`config.mk`:
```
export PLATFORM = sky130hd
export DESIGN_NAME = seq_slice_n
export DESIGN_NICKNAME = d
export VERILOG_FILES = /design/src/rtl/seq_pkg.sv /design/src/rtl/seq_stack.sv /design/src/rtl/seq_slice_n.sv
export SDC_FILE = /design/constraint.sdc
export NUM_CORES = 1
export LEC_CHECK = 0
export ABC_AREA = 1
export CAP_MARGIN = 25
export CORE_AREA = 2 2 66 74
export CTS_CLUSTER_SIZE = 16
export DETAILED_ROUTE_END_ITERATION = 8
export DIE_AREA = 0 0 68 76
export GPL_TIMING_DRIVEN = 1
export PLACE_DENSITY = 0.55
export SYNTH_ARGS = -nofsm -noshare
export SYNTH_HDL_FRONTEND = slang
export SYNTH_HIERARCHICAL = 1
export SYNTH_SLANG_ARGS = --single-unit
```
`constraint.sdc`:
```
create_clock -name clock -period 2.8 [get_ports clock]
set_input_delay 0.28 -clock clock [delete_from_list [all_inputs] [get_ports clock]]
set_output_delay 0.28 -clock clock [all_outputs]
set_load 0.05 [all_outputs]
```
`src/rtl/seq_pkg.sv`:
```
// Shared encodings for the microprogram sequencer slice.
package seq_pkg;

  localparam logic [1:0] SEL_PC  = 2'd0;
  localparam logic [1:0] SEL_AR  = 2'd1;
  localparam logic [1:0] SEL_STK = 2'd2;
  localparam logic [1:0] SEL_DIN = 2'd3;

endpackage

```
`src/rtl/seq_stack.sv`:
```
// Count-based LIFO subroutine stack for the sequencer slice; illegal push/pop are ignored.
// With SEQ_SLICE_STACK_ERR_EN defined it also reports illegal operations on illegal_op.
module seq_stack #(
  parameter int WIDTH = 4,
  parameter int DEPTH = 4
) (
  input  logic             clock,
  input  logic             reset,
  input  logic             fe_n,
  input  logic             pup,
  input  logic [WIDTH-1:0] push_data,
  output logic [WIDTH-1:0] tos,
  output logic             push_ok,
  output logic             full,
  output logic             empty
`ifdef SEQ_SLICE_STACK_ERR_EN
  ,
  output logic             illegal_op
`endif
);

  localparam int CW = $clog2(DEPTH + 1);
  localparam int AW = (DEPTH > 1) ? $clog2(DEPTH) : 1;

  logic [CW-1:0]    count_q, count_d;
  logic [WIDTH-1:0] stack_q [DEPTH];
  logic [WIDTH-1:0] stack_d [DEPTH];
  logic             pop_ok;
  logic [AW-1:0]    wr_idx;
  logic [AW-1:0]    rd_idx;

  assign full    = (count_q == CW'(DEPTH));
  assign empty   = (count_q == '0);
  assign push_ok = ~fe_n & pup & ~full;
  assign pop_ok  = ~fe_n & ~pup & ~empty;
  assign wr_idx  = AW'(count_q);
  assign rd_idx  = AW'(count_q - CW'(1));
  assign tos     = empty ? '0 : stack_q[rd_idx];

`ifdef SEQ_SLICE_STACK_ERR_EN
  assign illegal_op = ~fe_n & (pup ? full : empty);
`endif

  // NOTE: every always_comb output gets a default first so no path leaves it unassigned (no latch).
  always_comb begin
    count_d = count_q;
    stack_d = stack_q;
    if (push_ok) begin
      stack_d[wr_idx] = push_data;
      count_d         = count_q + CW'(1);
    end else if (pop_ok) begin
      // Popped entries keep their contents; only the count moves.
      count_d = count_q - CW'(1);
    end
  end

  // NOTE: the storage array is reset too, because the reset state defines every entry as zero.
  always_ff @(posedge clock) begin
    if (reset) begin
      count_q <= '0;
      for (int i = 0; i < DEPTH; i++) stack_q[i] <= '0;
    end else begin
      count_q <= count_d;
      stack_q <= stack_d;
    end
  end

endmodule

```
`src/rtl/seq_slice_n.sv`:
```
// Microprogram sequencer slice: next-address mux, incrementer, pc/ar registers and stack.
// Optional sticky stack error flag (err_clr / stack_err) when SEQ_SLICE_STACK_ERR_EN is defined.
module seq_slice_n
  import seq_pkg::*;
#(
  parameter int WIDTH = 4,
  parameter int DEPTH = 4
) (
  input  logic             clock,
  input  logic             reset,
  input  logic [WIDTH-1:0] din,
  input  logic [1:0]       sel,
  input  logic             zero_n,
  input  logic             cin,
  input  logic             re_n,
  input  logic             fe_n,
  input  logic             pup,
  output logic [WIDTH-1:0] yout,
  output logic             cout,
  output logic             stack_full,
  output logic             stack_empty
`ifdef SEQ_SLICE_STACK_ERR_EN
  ,
  input  logic             err_clr,
  output logic             stack_err
`endif
);

  logic [WIDTH-1:0] pc_q, pc_d;
  logic [WIDTH-1:0] ar_q, ar_d;
  logic [WIDTH-1:0] tos;
  logic             push_ok;

`ifdef SEQ_SLICE_STACK_ERR_EN
  logic illegal_op;
  logic err_q, err_d;
`endif

  seq_stack #(
    .WIDTH (WIDTH),
    .DEPTH (DEPTH)
  ) u_stack (
    .clock     (clock),
    .reset     (reset),
    .fe_n      (fe_n),
    .pup       (pup),
    .push_data (pc_q),
    .tos       (tos),
    .push_ok   (push_ok),
    .full      (stack_full),
    .empty     (stack_empty)
`ifdef SEQ_SLICE_STACK_ERR_EN
    ,
    .illegal_op(illegal_op)
`endif
  );

  always_comb begin
    yout = '0;
    if (zero_n) begin
      unique case (sel)
        SEL_PC:  yout = pc_q;
        SEL_AR:  yout = ar_q;
        // A push this cycle returns pc so a call can target itself.
        SEL_STK: yout = push_ok ? pc_q : tos;
        SEL_DIN: yout = din;
        default: yout = '0;
      endcase
    end
  end

  assign cout = cin & (&yout);

  always_comb begin
    pc_d = yout + WIDTH'(cin);
    ar_d = re_n ? ar_q : din;
  end

`ifdef SEQ_SLICE_STACK_ERR_EN
  // Set has priority over clear on the same edge.
  always_comb begin
    err_d = err_q;
    if (illegal_op)   err_d = 1'b1;
    else if (err_clr) err_d = 1'b0;
  end

  assign stack_err = err_q;
`endif

  // NOTE: sequential state uses non-blocking assignments so all flops update from pre-edge values.
  always_ff @(posedge clock) begin
    if (reset) begin
      pc_q <= '0;
      ar_q <= '0;
`ifdef SEQ_SLICE_STACK_ERR_EN
      err_q <= 1'b0;
`endif
    end else begin
      pc_q <= pc_d;
      ar_q <= ar_d;
`ifdef SEQ_SLICE_STACK_ERR_EN
      err_q <= err_d;
`endif
    end
  end

endmodule

```
==> results.cfg, run 1 <==
[status]
status = finished clean

[layout]
final_common_cell = nand2_1
fin_area_um2 = 2010
area_growth_pct = 29.9
drive_gt1_share_pct = 14.8
diodes = 0
fillers = 460
fin_nets = 285
final_cell_mix = nand2_1 (53), inv_1 (28), nor2_1 (28), a21oi_1 (28), dfxtp_1 (25)
final_util_pct = 44.8

[timing]
period_share_pct = 93.6
tightest_slew_ns = 0.505
max_slew_margin_pct = 66.3
clock_skew_ns = 0.00141
timing.hold.ws_ns = 0.464
setup_viol = 0
period_minus_slack_ns = 2.62
setup_tns_ns = 0
drv_slew = 0
finalHoldViolCount = 0
fmax_mhz = 382

[grt]
grt_pass1_vias = 1392
antenna_found_initial = 0
grt_usage_pct = 16.3
gr-usage-met2_pct = 27.5
grtUsageMet1_pct = 20.0
grt_pass1_wl_mm = 6.43
grt_max_degree = 17
grt_remaining_overflow = 0
busiest_layer = met2
met3_usage_pct = 2.51

[setup_path]
rrSetupSlack_ns = 0.47
crit_type = reg -> out
reg2reg_to = pc_q[2]
critPathSlowestCell = dfxtp_4
start_kind = flop
critical_path_peak_fanout = 12
r2r-start = u_stack/count_q[0]
critPathCaptureType = output pin
cp.required_ns = 2.52
critPathBufInv = 3
critPathTopFamily = simple AND/OR/NAND/NOR gates
reg2reg_depth = 14
path_cells = clkinv_8, ha_4, buf_4, nor2_1, o21ai_0, a21oi_1, nand3b_1, nand2_1, a21oi_4, nand3_2, nor3_4, buf_12
max_stage_delay_ns = 0.40
crit_arrival_ns = 2.34

[routing]
wl_per_cell_um = 12.3
vias = 1520
drc = 0
viasPerCell = 4.75
drtPass1Iterations = 4
ant_nets = 0
routed_wirelength_mm = 3.95
drtIter0Drc = 103

[floorplan]
die_y_um = 76
io-pin-count = 20
placeableCoreArea_um2 = 4490
initial_utilization_pct = 34.4
die_w_um = 68
rows = 26
dieArea_um2 = 5170

[logic_synthesis]
ys_ff_latch = 27
synthCells = 237
synth_top_family_by_area = simple AND/OR/NAND/NOR gates
syn_nets = 257
yosys_warnings = 6
synth_compound_area_share_pct = 18.1
ys_seq_area_share_pct = 35.0
synth_adder_area_share_pct = 5.66
synthMuxAreaShare_pct = 0
synth.avg_cell_area_um2 = 6.53
synth.distinct_cells = 23
synthXorXnorAreaFrac_pct = 0
syn-cell-area_um2 = 1550
yosys.area_share.simple_pct = 31.6

[pwr]
finalPower_mw = 1.03
power.leakage_nw = 0.842
power_density_nw_per_um2 = 511
peakVddDrop_mv = 0.146

[clocking]
cts-root-buf = clkbuf_8
cts_tree = yes
htree_levels = 1
postCtsHoldBufs = 0
clkLatencyLatePin_ns = 0.28
clk_path_buf_depth = 2
clk_pin_slew_ns = 0.10
cts_num_sinks = 27
cts-buffers-inserted = 3

[flow_run]
maxCapViolCount = 0

[place]
dpl_cell_area_um2 = 1920
hpwl_mm = 3.03
gp_congestion = 0.812
port_buffers = 19

[min_path]
hold_depth = 2
hp-start = u_stack/stack_q[0]
min_to = u_stack/stack_q[0]
hp-class = reg -> reg
-- registers in the layout (all words and copies together) (netlist names) --
register,count
u_stack/stack_q,16
ar_q,4
pc_q,4
u_stack/count_q,3
-- Yosys cell counts --
library cell   n  area [um2]
nor2_4         1        11.3
dfxtp_1       27         541
a21oi_1       28         140
nor3_1         4        20.0
buf_4          1        7.51
nand2_1       55         206
a21oi_4        1        16.3
nor3_2         1        10.0
a31oi_1        1        6.26
nand2_2        4        25.0
o21ai_1        2        10.0
nor2_2         2        12.5
inv_2          2        7.51
clkinv_1       1        3.75
a31oi_2        1        12.5
clkbuf_1       1        3.75
inv_1         31         116
nand3_1       18        90.1
ha_1           7        87.6
nor2_1        28         105
o21ai_0       19        95.1
buf_6          1        11.3
nand3b_1       1        7.51
-- how the worst max path moves through the flow --
stage | startpoint | to | slack (ns) | cells past startpoint
after global placement | u_stack/count_q[0] | cout | 0.26 | 13
after floorplan | u_stack/count_q[0] | cout | -0.18 | 13
final | u_stack/count_q[0] | cout | 0.18 | 12
after detailed placement | u_stack/count_q[0] | cout | 0.26 | 13
after global routing | u_stack/count_q[0] | cout | -0.006 | 13
after CTS | u_stack/count_q[1] | cout | 0.05 | 13
-- tightest hold or removal path, stage by stage (launching register included) --
cell     delay, ns
dfxtp_1       0.32
nand2_1       0.06
a21oi_1       0.05
-- kinds of logic after synthesis --
| logic type | Yosys count |
|---|---|
| buffers and inverters | 37 |
| AO/OA/AOI/OAI | 52 |
| flip-flops | 27 |
| AND/OR/NAND/NOR | 114 |
| adder cells (fa/ha/maj) | 7 |
-- layout make-up --
| cell class | count | area, um2 | area share (%) |
|---|---|---|---|
| Clock buffer | 3 | 41.3 | 2.05 |
| Clock inverter | 1 | 7.51 | 0.374 |
| Inverter | 34 | 146 | 7.29 |
| Multi-Input combinational cell | 173 | 903 | 45.0 |
| Sequential cell | 27 | 548 | 27.3 |
| Tap cell | 56 | 70.1 | 3.49 |
| Timing Repair Buffer | 26 | 293 | 14.6 |
-- stage by stage --
stage	setup slack, ns	cells
6_report	0.179	320
5_1_grt	-0.00621	320
4_1_cts	0.0504	317
3_5_place_dp	0.263	312
3_3_place_gp	0.259	312
2_1_floorplan	-0.182	237
-- power by group --
part	total, mW	internal [mW]	switching (mW)
combinational	0.358	0.142	0.216
clock	0.235	0.101	0.133
sequential	0.433	0.408	0.0257
total	1.03	0.651	0.375
-- layer usage --
metal / wire [um] / vias up / part of all wire (%)
li1: - / 814 / -
met1: 1710 / 663 / 43
met2: 1950 / 36 / 49
met3: 194 / 7 / 4.9
met4: 87 / 0 / 2.2
met5: 0 / - / 0
-- repair_timing --
action | CTS | global route
endpoints found under the hold margin | 0 | 0
endpoints found under the setup margin | 1 | 1
resized for setup | 2 | 2
setup buffers | 1 | 3
pin swaps | 0 | 4
No activity file was read; power rests on OpenSTA's default activity.
==> run 2: changes to the inputs <==
--- a/config.mk
+++ b/config.mk
@@ -11,7 +11,7 @@
 export CTS_CLUSTER_SIZE = 16
 export DETAILED_ROUTE_END_ITERATION = 8
 export DIE_AREA = 0 0 68 76
-export GPL_TIMING_DRIVEN = 1
+export GPL_TIMING_DRIVEN = 0
 export PLACE_DENSITY = 0.55
 export SYNTH_ARGS = -nofsm -noshare
 export SYNTH_HDL_FRONTEND = slang
==> run 2 against run 1 <==
Register-to-register slack got worse by 0.11 ns. Wire length rose by 4.4%. Hold slack improved by 0.0040 ns. Cell count is 0.31% higher. Combinational power about the same. Maximum frequency is 1.8% lower. Sequential cell count unchanged. Non-clock buffer count grew 1. Cell area down 2.4%. Via count grew 2.5%. Global-route usage up 0.70 points.
==> results.cfg, run 2 (synthesized netlist as in run 1, its figures left out) <==
[setup_path]
path_cells = buf_8, clkinv_8, ha_4, inv_2, a21oi_1, o21ai_1, a21oi_1, inv_1, nand2_2, nand3_2, a31oi_4, nand3_2, nor3_4, buf_6
crit_type = reg -> out
critical_path_peak_fanout = 12
critPathSlowestCell = dfxtp_2
max_stage_delay_ns = 0.37
crit_arrival_ns = 2.39
start_kind = flop
reg2reg_depth = 16
critPathCaptureType = output pin
cp.required_ns = 2.52

[layout]
reg_top3 = u_stack/stack_q: 16 flops, ar_q: 4 flops, pc_q: 4 flops
diodes = 0
drive_gt1_share_pct = 14.3
final_util_pct = 43.7
final_cells = 321
fillers = 480
largest_reg_flops = 16
top_register = u_stack/stack_q
final_cell_mix = nand2_1 (53), inv_1 (28), nor2_1 (28), a21oi_1 (28), dfxtp_1 (26)
area_growth_pct = 26.9
fin_nets = 286
final_common_cell = nand2_1

[clocking]
postCtsHoldBufs = 0
cts-root-buf = clkbuf_8
clkLatencyLatePin_ns = 0.29
cts_num_sinks = 27
cts-buffers-inserted = 3
htree_levels = 1
clk_pin_slew_ns = 0.11
cts_tree = yes
clk_path_buf_depth = 2

[timing]
fmax_mhz = 375
setup_viol = 0
fin_ws_ns = 0.130
rsz0062_at_grt = yes
max_slew_margin_pct = 66.4
period_minus_slack_ns = 2.67
drv_slew = 0
clock_skew_ns = 0.00443
period_share_pct = 95.3
tightest_slew_ns = 0.503
finalHoldViolCount = 0

[grt]
grt_pass1_vias = 1466
grt_usage_pct = 17.0
grt_max_degree = 17
antenna_found_initial = 0
grt_remaining_overflow = 0
grt_pass1_wl_mm = 6.65

[routing]
routed_wirelength_mm = 4.12
wl_per_cell_um = 12.8
drtPass1Iterations = 4
viasPerCell = 4.85
ant_nets = 0
drc = 0
drtIter0Drc = 83
vias = 1558

[floorplan]
io-pin-count = 20
dieArea_um2 = 5170
rows = 26
placeableCoreArea_um2 = 4490
initial_utilization_pct = 34.4
die_y_um = 76
die_w_um = 68

[place]
dp.cells = 312
port_buffers = 19
post-place-ws_ns = -0.374
hpwl_mm = 2.96
gp_congestion = 0.787

[pwr]
power.leakage_nw = 0.827
power_density_nw_per_um2 = 525
peakVddDrop_mv = 0.180

[flow_run]
maxCapViolCount = 0

[min_path]
hold_depth = 2
hp-class = reg -> reg

[status]
status = finished clean
run 2: changes by cell type in the layout (fill, tap and decap cells not counted):
cell,change
buf_4,-2
dfxtp_1,+1
clkbuf_1,+1
clkdlybuf4s15_2,+2
buf_8,+1
buf_2,+2
buf_6,+2
o21ai_0,-1
dfxtp_2,+1
dfxtp_4,-2
buf_12,-5
o21ai_1,+1
run 2: timing repair:
item | in CTS | in global routing
pin swaps | 3 | 4
endpoints found under the setup margin | 5 | 5
resized for setup | 20 | 6
buffers inserted | 1 | 4
run 2: worst max-delay path: cells and delay by family, from the launching register on:
kind / cells / cell delay [ns]
adder cells (fa/ha/maj): 1 / 0.29
buffers and inverters: 5 / 0.49
AO/OA/AOI/OAI: 4 / 0.56
flip-flops: 1 / 0.37
AND/OR/NAND/NOR: 4 / 0.39
run 2: per-stage QoR:
stage	total power, mW	hold slack, ns	instance area, um2	TNS [ns]
after detailed placement	0.777	0.453	1880	-0.830
after global routing	1.10	0.485	1960	-0.0311
final	1.03	0.468	1960	0
after global placement	0.776	0.448	1880	-0.888
after CTS	1.03	0.469	1940	-0.00905
after floorplan	0.679	0.349	1620	-0.182
run 2: power breakdown:
group / internal [mW] / total, mW / leakage (nW) / switching, mW
clock network: 0.102 / 0.245 / 0.0217 / 0.143
registers: 0.407 / 0.431 / 0.221 / 0.0240
logic: 0.134 / 0.355 / 0.584 / 0.221
total: 0.642 / 1.03 / 0.827 / 0.388
run 2: per-layer routing:
metal / wire length, um / GRT usage (%) / vias to the layer above
li1: - / - / 818
met1: 1960 / 22.1 / 703
met2: 1970 / 27.9 / 30
met3: 107 / 2.36 / 7
met4: 85 / 6.40 / 0
met5: 0 / 0 / -
run 2: path summary, 6_finish.rpt:
| kind | startpoint | to | slack [ns] |
|---|---|---|---|
| setup / recovery | u_stack/count_q[0] | cout | 0.13 |
| hold / removal | u_stack/stack_q[1] | u_stack/stack_q[1] | 0.47 |
| setup reg to reg | u_stack/count_q[0] | pc_q[1] | 0.36 |
| hold reg to reg | u_stack/stack_q[1] | u_stack/stack_q[1] | 0.47 |
run 2: area by class of cell:
cell class                 count  area (um2)  share of cell area, %
buffer                         3        30.0                   1.53
clock buffer                   3        41.3                   2.10
clock inverter                 1        7.51                  0.383
inverter                      34         146                   7.46
multi-input combinational    173         903                   46.0
sequential                    27         542                   27.6
tap                           56        70.1                   3.57
timing repair buffer          24         221                   11.3
==> patch 1: new RTL, settings of run 1 <==
`WIDTH` is set to 4 in 2 places; all go to 5.
--- a/src/rtl/seq_stack.sv
+++ b/src/rtl/seq_stack.sv
@@ -2,5 +2,5 @@
 // With SEQ_SLICE_STACK_ERR_EN defined it also reports illegal operations on illegal_op.
 module seq_stack #(
-  parameter int WIDTH = 4,
+  parameter int WIDTH = 5,
   parameter int DEPTH = 4
 ) (
--- a/src/rtl/seq_slice_n.sv
+++ b/src/rtl/seq_slice_n.sv
@@ -4,5 +4,5 @@
   import seq_pkg::*;
 #(
-  parameter int WIDTH = 4,
+  parameter int WIDTH = 5,
   parameter int DEPTH = 4
 ) (
Ports: changed (resized din and yout); port bits go from 20 to 22. The function was not compared with the original's and may differ.
==> patch 1 against run 1 <==
  * Sequential cell count rose by 6
  * Total power is 22% higher
  * Wire length rose by 18%
  * Clock power rose by 45%
  * Design area is 15% higher
  * Hold slack worse by 0.0016 ns
  * First-iteration DRC count grew 29%
  * Synthesized area up 22%
  * Setup slack gained 0.020 ns
  * Largest cell class unchanged
==> patch 1: results (changes against run 1) <==
Initial drt markers - 133 (+29%)
Outcome - complete, no violations
Register-to-Register Path Depth - 16 (+2)
Relative max-transition margin - 67.4% (+1.2 points)
Post-CTS clock slew at the launch and capture registers of the worst setup and hold paths - 0.06 ns (-0.04 ns)
Met1 Use GR - 25.6% (+5.5 points)
Non-filler cells, final - 367 (+15%)
Worst reg2reg endpoint - pc_q[4]
Reg2Reg Setup Slack - 0.57 ns (+0.10 ns)
Met2 track demand over resource - 32.8% (+5.3 points)
Number of distinct library cells after synthesis - 26 (+13%)
Number of nets in the layout - 330 (+16%)
Power density over the cells - 542 mW/mm2 (+6.1%)
Sum of routed wire length over all layers - 4.67 mm (+18%)
Max Fanout on Critical Path - 8 (-4)
Placed Cells incl. Taps - 359 (+15%)
Total clock buffers created by CTS - 5 (+2)
Port Buf Inserts - 21 (+2)
Fraction of power consumed by sequential logic - 41.8% (-0.4 points)
Syn_area_per_cell - 6.58 um2 (+0.77%)
Peak supply drop - 0.172 mV (+17%)
Count of buffers added by post-CTS timing repair for setup - 0 (-1)
Top post-synthesis cells by area - sky130_fd_sc_hd__dfxtp_1 (35%), sky130_fd_sc_hd__nand2_1 (12%), sky130_fd_sc_hd__a21oi_1 (9.8%), sky130_fd_sc_hd__inv_1 (7.2%), sky130_fd_sc_hd__nor2_1 (6.2%)
Hold Path End - u_stack/stack_q[11]
Largest net degree at the start of global routing - 22 (+5)
Half-perimeter wire length after placement - 3.49 mm (+15%)
Setup Slack @ Placement - 0.307 ns (+0.0433 ns)
CP top delay family - simple AND/OR/NAND/NOR gates
Arrival time at the worst endpoint - 2.32 ns (-0.02 ns)
Sequential area share after synthesis - 35.1% (+0.18 points)
Slowest cell on the critical path - sky130_fd_sc_hd__dfxtp_2
Vias in the first global route - 1739 (+25%)
Source of the worst hold timing path - u_stack/stack_q[11]
Syn nets - 306 (+19%)
Routability-driven placement congestion ratio - 0.845 (+4.1%)
H-tree Lvls - 2 (+1)
Fill count - 463 (+0.65%)
Met3 Usage GRT - 4.43% (+1.9 points)
Hold slack final - 0.462 ns (-0.00155 ns)
Largest registers ranked by flip-flop count - u_stack/stack_q: 20 flops, ar_q: 5 flops, pc_q: 5 flops
Yosys warnings - 6 (unchanged)
First-pass GRT wire length - 7.93 mm (+23%)
Switching portion of total power - 34.5% (-2.1 points)
CP startpoint - u_stack/count_q[1]
GRT Resource Usage Total - 20.1% (+3.8 points)
Cell leakage power - 0.969 nW (+15%)
Biggest cell delay along the critical path - 0.35 ns (-0.05 ns)
Top cells by count, synth - sky130_fd_sc_hd__nand2_1 (60), sky130_fd_sc_hd__a21oi_1 (37), sky130_fd_sc_hd__inv_1 (36)
Layout cell share with drive strength beyond 1 - 11.9% (-2.9 points)
Post-Route Skew - 0.00396 ns (+0.00255 ns)
[patch 1: how the worst max path moves through the flow]
stage	slack, ns	end	depth (start not counted)
final	0.20	cout	14
after global routing	-0.02	cout	14
after CTS	0.02	cout	14
after detailed placement	0.31	cout	14
after global placement	0.29	cout	14
after floorplan	0.03	cout	11
[patch 1: kinds of logic (layout without fill, tap and decap cells)]
group | count (synthesis) | count (layout) | share of synthesized area [%]
simple gates | 128 | 128 | 30.2
compound gates | 68 | 68 | 19.0
buf+inv | 50 | 75 | 11.2
flops | 33 | 33 | 35.1
fa+ha+maj | 6 | 6 | 3.99
xor+xnor | 1 | 1 | 0.466
[patch 1: metal layers]
| layer | share of wire (%) | vias up |
|---|---|---|
| met5 | 0 | - |
| met1 | 45 | 820 |
| met4 | 1.9 | 0 |
| li1 | - | 964 |
| met3 | 3.3 | 7 |
| met2 | 50 | 31 |
[patch 1: area by class of cell]
| cell class | instances | area [um2] | area share, % |
|---|---|---|---|
| timing repair buffer | 25 | 300 | 13.0 |
| inverter | 42 | 158 | 6.83 |
| clock buffer | 8 | 80.1 | 3.47 |
| sequential | 33 | 662 | 28.7 |
| tap | 56 | 70.1 | 3.04 |
| multi-input combinational | 203 | 1040 | 45.0 |
[patch 1: tightest hold or removal path: cells and delay by family, from the launching register on]
family	cells	cell delay [ns]
flip-flops	1	0.31
AND/OR/NAND/NOR	1	0.06
AO/OA/AOI/OAI	1	0.05
[patch 1: per-stage QoR]
stage	utilization [%]	area (um2)
floorplan	-	1890
global placement	49.1	2200
detailed placement	49.1	2200
CTS	50.9	2290
global route	51.4	2310
finish	51.4	2310
[patch 1: timing repair]
item / 4_1_cts / 5_1_grt
endpoints found under the hold margin: 0 / 0
pin swaps: 0 / 2
endpoints found under the setup margin: 1 / 1
gates resized for setup: 1 / 5
==> patch 2: new RTL, flow settings as in run 1 <==
Without the edit above. `ar_q` no longer has a reset.
--- a/src/rtl/seq_slice_n.sv
+++ b/src/rtl/seq_slice_n.sv
@@ -92,5 +92,4 @@
     if (reset) begin
       pc_q <= '0;
-      ar_q <= '0;
 `ifdef SEQ_SLICE_STACK_ERR_EN
       err_q <= 1'b0;
@@ -98,5 +97,4 @@
     end else begin
       pc_q <= pc_d;
-      ar_q <= ar_d;
 `ifdef SEQ_SLICE_STACK_ERR_EN
       err_q <= err_d;
@@ -105,4 +103,8 @@
   end
 
+  always_ff @(posedge clock) begin
+    ar_q <= ar_d;
+  end
+
 endmodule
 
Formal check against the unedited RTL: not equivalent (Yosys sat finds a counterexample within 4 cycles, from zero or initial values and one cycle with reset high).
==> patch 2 against run 1 <==
  * Fmax about the same
  * Setup slack worse by 0.0020 ns
  * Core utilization down 0.64 points
  * Synthesized area up 0.57%
  * Sequential cell count unchanged
  * Combinational power down 3%
  * Critical path depth up 1
  * Design area down 1.4%
  * Total power down 1.1%
  * Die area unchanged
  * Wire length down 4.3%
  * Highest routed layer unchanged
==> patch 2: results (changes against run 1) <==
Proportion of cell area spent on the clock network - 2.27% (-0.15 points)
Initial drt markers - 73 (-29%)
Number of distinct library cells after synthesis - 25 (+8.7%)
First-pass GRT wire length - 6.15 mm (-4.3%)
Worst reg2reg endpoint - pc_q[1]
Vias in the first global route - 1366 (-1.9%)
Crit Path Class - register to output pin
Portion of the layout cell area used by non-clock buffers - 14.0% (-0.55 points)
Inverters - 32 (-5.9%)
Half-perimeter wire length after placement - 2.88 mm (-5.0%)
Register-to-Register Path Depth - 14 (unchanged)
Yosys warnings - 6 (unchanged)
Number of nets in the layout - 271 (-4.9%)
Non-filler cells, final - 306 (-4.4%)
Power attributed to combinational cells - 0.347 mW (-3%)
Post-synth top flop - sky130_fd_sc_hd__dfxtp_1
Routability-driven placement congestion ratio - 0.831 (+2.4%)
Sequential area share after synthesis - 37.3% (+2.4 points)
Slowest cell on the critical path - sky130_fd_sc_hd__dfxtp_2
Maximum clock rate - 381 MHz (about the same)
Layout buffer count excluding clock buffers - 24 (-7.7%)
Top cells by count, synth - sky130_fd_sc_hd__nand2_1 (53), sky130_fd_sc_hd__inv_1 (28), sky130_fd_sc_hd__a21oi_1 (26)
Flip-flop and latch share of the layout cell area - 29.6% (+2.3 points)
Syn nets - 245 (-4.7%)
Internal power consumption - 0.654 mW (+0.48%)
Fraction of area in multi-input gates - 43.7% (-1.2 points)
Biggest cell delay along the critical path - 0.37 ns (-0.03 ns)
Source of the worst hold timing path - u_stack/stack_q[6]
Launch point of the worst reg-to-reg path - u_stack/count_q[1]
Power density over the cells - 513 mW/mm2 (+0.37%)
Multi-In Gates - 163 (-5.8%)
Hold slack final - 0.465 ns (+0.00127 ns)
GRT Resource Usage Total - 15.4% (-0.90 points)
Cell leakage power - 0.806 nW (-4.2%)
Layout cell share with drive strength beyond 1 - 14.4% (-0.37 points)
Largest net degree at the start of global routing - 15 (-2)
Syn_area_per_cell - 6.91 um2 (+5.9%)
Relative max-transition margin - 67.3% (+1.1 points)
Clk pwr share - 22.1% (-0.8 points)
Hold Path Depth - 2 (unchanged)
Peak supply drop - 0.200 mV (+37%)
Max Fanout on Critical Path - 6 (-6)
Setup Slack @ Placement - 0.228 ns (-0.0349 ns)
H-tree Lvls - 1 (unchanged)
Top post-synthesis cells by area - sky130_fd_sc_hd__dfxtp_1 (30%), sky130_fd_sc_hd__nand2_1 (13%), sky130_fd_sc_hd__a21oi_1 (8.4%), sky130_fd_sc_hd__edfxtp_1 (7.7%), sky130_fd_sc_hd__inv_1 (6.8%)
Fill count - 497 (+8.0%)
Placed Cells incl. Taps - 301 (-3.5%)
Post-Route Skew - 0.00795 ns (+0.00654 ns)
Hold Path End - u_stack/stack_q[6]
Outcome - complete, no violations
Sum of routed wire length over all layers - 3.78 mm (-4.3%)
Count of flip-flops with a built-in enable after synthesis - 4 (+4)
Register cell area after layout - 586 um2 (+6.8%)
## patch 2: logic make-up after synthesis
kind of cell	Yosys count	synth area share, %
buf+inv	35	9.17
simple gates	107	30.6
flops	27	37.3
fa+ha+maj	7	5.63
compound gates	49	17.3
## patch 2: worst max-delay path: cells and delay by family, from the launching register on
kind            cells  cell delay, ns
simple gates        4            0.41
compound gates      5            0.63
buf+inv             3            0.35
flops               1            0.37
fa+ha+maj           1            0.30
## patch 2: timing repair
item | in CTS | in global routing
pin swaps | 0 | 2
buffers inserted | 1 | 0
gates cloned | 0 | 0
hold endpoints to repair | 0 | 0
resized for setup | 1 | 1
setup endpoints to repair | 1 | 1
## patch 2: layer usage
layer	vias to the layer above	global-route usage [%]	wire length (um)
li1	776	-	-
met1	661	20.4	1750
met2	31	24.6	1800
met3	5	2.81	177
met4	0	5.60	55
met5	-	0	0
